$ cat src/rtl/serial_deserializer_pkg.sv
// Shared constants for the serial deserializer: state encodings, default width,
// and the bit-counter width helper.
package serial_deserializer_pkg;

  localparam logic IDLE_ENC  = 1'b0;
  localparam logic SHIFT_ENC = 1'b1;

  typedef enum logic {
    IDLE  = IDLE_ENC,
    SHIFT = SHIFT_ENC
  } state_t;

  localparam int WIDTH_DEF = 8;

  function automatic int cnt_width(input int w);
    return $clog2(w) + 1;
  endfunction

endpackage

$ cat src/rtl/serial_deserializer_shift_in_reg.sv
// Serial-in / parallel-out register, MSB-first: each enabled edge shifts din into bit 0.
module shift_in_reg
  import serial_deserializer_pkg::*;
#(
  parameter int WIDTH = WIDTH_DEF
) (
  input  logic             clk,
  input  logic             rst,
  input  logic             shift_en,
  input  logic             din,
  output logic [WIDTH-1:0] q
);

  always_ff @(posedge clk or posedge rst) begin
    if (rst) begin
      q <= '0;
    end else if (shift_en) begin
      q <= {q[WIDTH-2:0], din};
    end
  end

endmodule

$ cat src/rtl/serial_deserializer.sv
// Rebuilds WIDTH-bit words from an en-qualified serial stream framed by start,
// and hands them out over a dvalid/ack handshake.
//
// state | meaning
// IDLE  | waiting for an en-qualified start; other bits are dropped
// SHIFT | word in progress; cnt holds bits still to be received
module serial_deserializer
  import serial_deserializer_pkg::*;
#(
  parameter int WIDTH = WIDTH_DEF
) (
  input  logic             clk,
  input  logic             rst,
  input  logic             en,
  input  logic             serin,
  input  logic             start,
  input  logic             ack,
  output logic [WIDTH-1:0] dout,
  output logic             dvalid,
  output logic             busy,
  output logic             ovf,
  output logic             sync_err
);

  localparam int CW = cnt_width(WIDTH);

  state_t           state;
  logic [CW-1:0]    cnt;
  logic [WIDTH-1:0] sreg;
  logic [WIDTH-1:0] word;
  logic             shift_en;

  // A start always shifts (it is the new MSB); plain bits only shift mid-word.
  assign shift_en = en & ((state == SHIFT) | start);
  assign word     = {sreg[WIDTH-2:0], serin};
  assign busy     = (state == SHIFT);

  shift_in_reg #(.WIDTH(WIDTH)) u_shift_in_reg (
    .clk      (clk),
    .rst      (rst),
    .shift_en (shift_en),
    .din      (serin),
    .q        (sreg)
  );

  always_ff @(posedge clk or posedge rst) begin
    if (rst) begin
      state    <= IDLE;
      cnt      <= '0;
      dout     <= '0;
      dvalid   <= 1'b0;
      ovf      <= 1'b0;
      sync_err <= 1'b0;
    end else begin
      sync_err <= 1'b0;
      // A completing word below takes priority over this clear.
      if (ack) dvalid <= 1'b0;
      if (en) begin
        case (state)
          IDLE: begin
            if (start) begin
              cnt   <= CW'(WIDTH - 1);
              state <= SHIFT;
            end
          end
          SHIFT: begin
            if (start) begin
              cnt      <= CW'(WIDTH - 1);
              sync_err <= 1'b1;
            end else if (cnt == CW'(1)) begin
              cnt    <= '0;
              state  <= IDLE;
              dout   <= word;
              dvalid <= 1'b1;
              if (dvalid && !ack) ovf <= 1'b1;
            end else begin
              cnt <= cnt - CW'(1);
            end
          end
        endcase
      end
    end
  end

endmodule

$ cat config.mk
export PLATFORM = sky130hd
export DESIGN_NAME = serial_deserializer
export DESIGN_NICKNAME = d
export VERILOG_FILES = /design/src/rtl/serial_deserializer_pkg.sv /design/src/rtl/serial_deserializer_shift_in_reg.sv /design/src/rtl/serial_deserializer.sv
export SDC_FILE = /design/constraint.sdc
export NUM_CORES = 1
export LEC_CHECK = 0
export CAP_MARGIN = 25
export CORE_MARGIN = 2
export CORE_UTILIZATION = 38
export CTS_CLUSTER_DIAMETER = 100
export DETAILED_ROUTE_END_ITERATION = 10
export GPL_TIMING_DRIVEN = 0
export MAX_ROUTING_LAYER = met4
export PLACE_DENSITY = 0.61
export SLEW_MARGIN = 20
export SYNTH_ARGS = -nofsm -noshare
export SYNTH_HDL_FRONTEND = slang
export SYNTH_HIERARCHICAL = 1
export SYNTH_SLANG_ARGS = --single-unit
$ cat constraint.sdc
create_clock -name clk -period 3.3 [get_ports clk]
set_input_delay 0.66 -clock clk [delete_from_list [all_inputs] [get_ports clk]]
set_output_delay 0.66 -clock clk [all_outputs]
set_load 0.005 [all_outputs]
-- Word-level counts from Yosys, hierarchy flattened
Index checks and enable logic that the tools add are counted.
- bits in registers: 23
- bits in latches: 0
- bits in writable memories: 0
- memory bits (read-only): 0
- bits of input ports: 6
- output and inout port bits: 12
- word-level logic and storage cells: 34
- memories kept: 0
- add/subtract/negate cells: 1
- multiply operators: 0
- divide/modulo/power cells: 0
- order comparisons: 0
- equal/unequal tests: 2
- shifts and indexed selects: 0
- mux-type cells: 15
- bitwise gates (word level): 4
- reductions and logical operators: 5
- operators by type and width (operator ; number):
    4-bit two-way mux ; 3
    1-bit two-way mux ; 10
    4-bit case mux with 2 select lines ; 1
    5-bit AND reduction ; 1
    4-bit by 1-bit equality test with 1-bit output (second input constant) ; 1
    4-bit AND reduction ; 1
    4-bit by 1-bit subtractor with 4-bit output (second input constant) ; 1
    2-bit inequality test (second input constant) ; 1
    1-bit inverter ; 2
    1-bit case mux with 2 select lines ; 1
    2-bit AND reduction ; 1
    1-bit bitwise AND ; 1
    1-bit logical AND ; 1
    1-bit logical NOT ; 1
    1-bit bitwise OR ; 1

-- Longest topological paths before layout
- word-level depth: 5
- depth in mapped cells: 5
- gate-level depth less buffers: 5

-- By module
Netlist, hierarchy kept.
- by module, submodules not included (module ; times used ; cells an instance ; area each (µm²) ; sequential area each (µm²)):
    serial_deserializer ; 1 ; 55 ; 716.9 ; 400.4
    shift_in_reg ; 1 ; 18 ; 335.3 ; 200.2

-- Least setup slack after synthesis
Ideal clock, no wire load.
- kind: in2reg
- from: in en
- to: reg dout[0]
- setup time: 125 ps
- arrival time: 1465 ps
- data required time: 3175 ps
- setup slack: 1710 ps
- stages: 4
- buffers on the path: 1
- cells stage by stage: buf_4 -> and3b_2 -> nand2_4 -> mux2_2
- word-level cells in the longest chain between the ends: 1
- RTL lines (element ; line ; RTL):
    from (decl) ; serial_deserializer.sv:14 ; input logic en,
    4-bit AND reduction (no source line) ; n/a ;
    to (signal assigned) ; serial_deserializer.sv:73 ; dout <= word;
    to (decl) ; serial_deserializer.sv:18 ; output logic [WIDTH-1:0] dout,
Every way passes these cells.
A chain may end at the register's enable or synchronous reset.

-- Worst setup path after layout
- from: reg state, in the netlist busy
- to: out busy
- RTL lines (element ; line ; RTL):
    from (decl) ; serial_deserializer.sv:27 ; state_t state;
    from (signal assigned) ; serial_deserializer.sv:48 ; state <= IDLE;
    from (signal assigned) ; serial_deserializer.sv:63 ; state <= SHIFT;
    from (signal assigned) ; serial_deserializer.sv:72 ; state <= IDLE;
    to (decl) ; serial_deserializer.sv:20 ; output logic busy,
No word-level cell between the ends.

==> reports/metrics.csv <==
stage,metric,value,unit
drt,Pre-Repair DR Iteration Count,4,
sta,final setup vio count,0,
placed_design,# port buffers,16,
clocking,Sink Count,23,
critical_path,Startpoint Class,flop,
drt,vias per inst,5.10,
clocking,Post-CTS Setup Bufs,0,
floorplan,Core Box Area,0.00250,mm²
critical_path,register-to-register setup slack,1.79,ns
clocking,CTS resizes,0,
sta,Achievable Freq,504,MHz
clocking,CTS H-tree lvls,1,
clocking,CTS tree,built,
floorplan,Initial Utilization,40.5,%
critical_path,delay of the slowest critical-path stage,0.54,ns
floorplan,Rows,18,
critical_path,critical path endpoint category,output pin,
critical_path,WS Path Type,reg2out,
global_route,vias in the first global route,626,
critical_path,Worst Path Buf+Inv,1,
job,max_cap viols,0,
clocking,Clock Path Buffers,2,
critical_path,crit path launch,busy,
drt,Vias,617,
power_and_ir_drop,overall power,803,µW
yosys,mean area per synthesized cell,14.3,µm²
sta,final setup margin,1.32,ns
drt,DR DRC count,0,
run_status,outcome,"finished, final reports clean",
power_and_ir_drop,VDD IR max,0.000377,V
clocking,Worst-path clk slew,0.13,ns
hold_path,min-delay worst type,reg2reg,
critical_path,"Cell Chain, Critical Path",clkdlybuf4s50_1,
power_and_ir_drop,PwrDens,649,mW/mm²
sta,clk_skew,0.00984,ns
critical_path,crit path max fanout,8,
sta,RSZ-0062 raised after global routing,false,
critical_path,CP Data Required Time,2.64,ns
yosys,Syn Std Cell Area,0.00101,mm²
placed_design,Cells after DPL,117,
finish,Area Overhead vs Synth,22.2,%
yosys,Post-Synthesis Cells,71,
floorplan,Die Ht,55.6,µm
critical_path,Slowest cell on crit path,clkdlybuf4s50_1,
finish,post-route insts no fill,121,
global_route,initial antenna violation count,0,
drt,initial drt markers,4,
yosys,Ys Warns,6,
sta,slew margin rel.,57.2,%
floorplan,Top-Level Pins,18,
finish,share of cells above drive strength 1,28.6,%
critical_path,RR Startpoint,cnt[1],
global_route,largest net degree at the start of global routing,17,
critical_path,Top Family by Delay on Critical Path,buffers and inverters,
global_route,GRT Total Usage,12.5,%
placed_design,DP Worst Slack,1.16,ns
clocking,clk_lat worst skew,0.31,ns
sta,Worst Max-Slew Pin Slew,0.642,ns
power_and_ir_drop,static leakage,0.000598,µW
critical_path,crit path to,busy,
drt,final antenna-violating net count,0,
clocking,hold_buf cts,0,
sta,Hold Fails Final Rpt,0,
global_route,total grt overflow,0,
placed_design,post-DP HPWL,1190,µm
floorplan,die footprint,0.00309,mm²
finish,nets@finish,100,
finish,fin util,49.5,%
sta,setup TNS,0,ns
critical_path,Worst Reg-to-Reg Cells,5,
sta,Slew Limit Fails,0,
sta,Final Critical Period,1.98,ns
placed_design,GP Congestion,0.700,
critical_path,arrival time worst endpoint,1.32,ns
clocking,Root Driver,clkbuf_4,
floorplan,die width,55.6,µm
global_route,first-pass GRT wire length,2980,µm
finish,Fillers,224,
critical_path,Worst path depth,1,
finish,Antenna diodes,0,
drt,DR WL/cell,13.9,µm
yosys,Post-Synthesis Net Count,79,
drt,DRT Wirelength,1680,µm
sta,part of the cycle the worst path needs,60.1,%
critical_path,Reg2Reg Capture Point,dout[4],
clocking,CTS Buf Count,3,
[how the worst min path moves through the flow]
stage	startpoint	endpoint	slack, ns	cells past startpoint
floorplan	rst	u_shift_in_reg/q[0]	0.46	1
detailed placement	dout[3]	dout[3]	0.49	1
CTS	dout[3]	dout[3]	0.52	1
finish	dout[6]	dout[6]	0.52	1
global placement	ovf	ovf	0.46	1
global route	dout[6]	dout[6]	0.54	1
[routing by layer]
| layer | vias up | GRT usage [%] | part of all wire [%] |
|---|---|---|---|
| met4 | 0 | 5.23 | 0.59 |
| met3 | 2 | 3.02 | 5.3 |
| met1 | 308 | 16.9 | 48 |
| met2 | 18 | 18.0 | 46 |
| li1 | 289 | - | - |
| met5 | - | - | 0 |
[per-stage QoR]
| stage | hold slack (ns) | instance area [µm²] |
|---|---|---|
| 6_report | 0.516 | 1240 |
| 5_1_grt | 0.541 | 1240 |
| 4_1_cts | 0.523 | 1240 |
| 3_5_place_dp | 0.494 | 1210 |
| 3_3_place_gp | 0.458 | 1210 |
| 2_1_floorplan | 0.463 | 1010 |
[layout by cell type (no fill, tap or decap)]
| master | instances |
|---|---|
| nand2_1 | 3 |
| nor3b_4 | 1 |
| buf_6 | 1 |
| dfrtp_1 | 23 |
| clkinv_2 | 1 |
| nor2_1 | 1 |
| clkdlybuf4s50_1 | 16 |
| a22o_1 | 2 |
| nand2b_1 | 5 |
| mux2_2 | 8 |
| o221ai_1 | 1 |
| nand2_4 | 1 |
| a21oi_1 | 1 |
| nand4b_1 | 1 |
| nor4b_1 | 1 |
| o21ai_0 | 1 |
| clkbuf_4 | 3 |
| a41o_2 | 1 |
| and3_2 | 1 |
| nand3_1 | 1 |
| o21bai_1 | 1 |
| buf_4 | 1 |
| mux2_4 | 7 |
| ha_1 | 2 |
| and3b_2 | 1 |
| o21a_1 | 1 |
| inv_1 | 5 |
[area by class of cell]
cell class                 instances  area [µm²]  share of cell area [%]
clock inverter                     1        5.00                   0.404
buffer                             2        18.8                    1.52
multi-input combinational         41         399                    32.3
inverter                           5        18.8                    1.52
sequential                        23         576                    46.5
timing repair buffer              16         160                    12.9
tap                               30        37.5                    3.03
clock buffer                       3        22.5                    1.82
[sequential cells by signal, indices dropped and copies added, names as in the netlist]
register,flops
busy,1
cnt,4
dout,8
dvalid,1
ovf,1
sync_err,1
u_shift_in_reg/q,7
[power breakdown]
group | total, µW | internal [µW] | switching [µW] | leakage [µW]
combinational | 239 | 166 | 72.5 | 0.000294
clock | 127 | 45.2 | 82.3 | 0.0000177
sequential | 436 | 367 | 69.3 | 0.000286
total | 803 | 579 | 224 | 0.000598
Power figures use the tool's default switching activity.
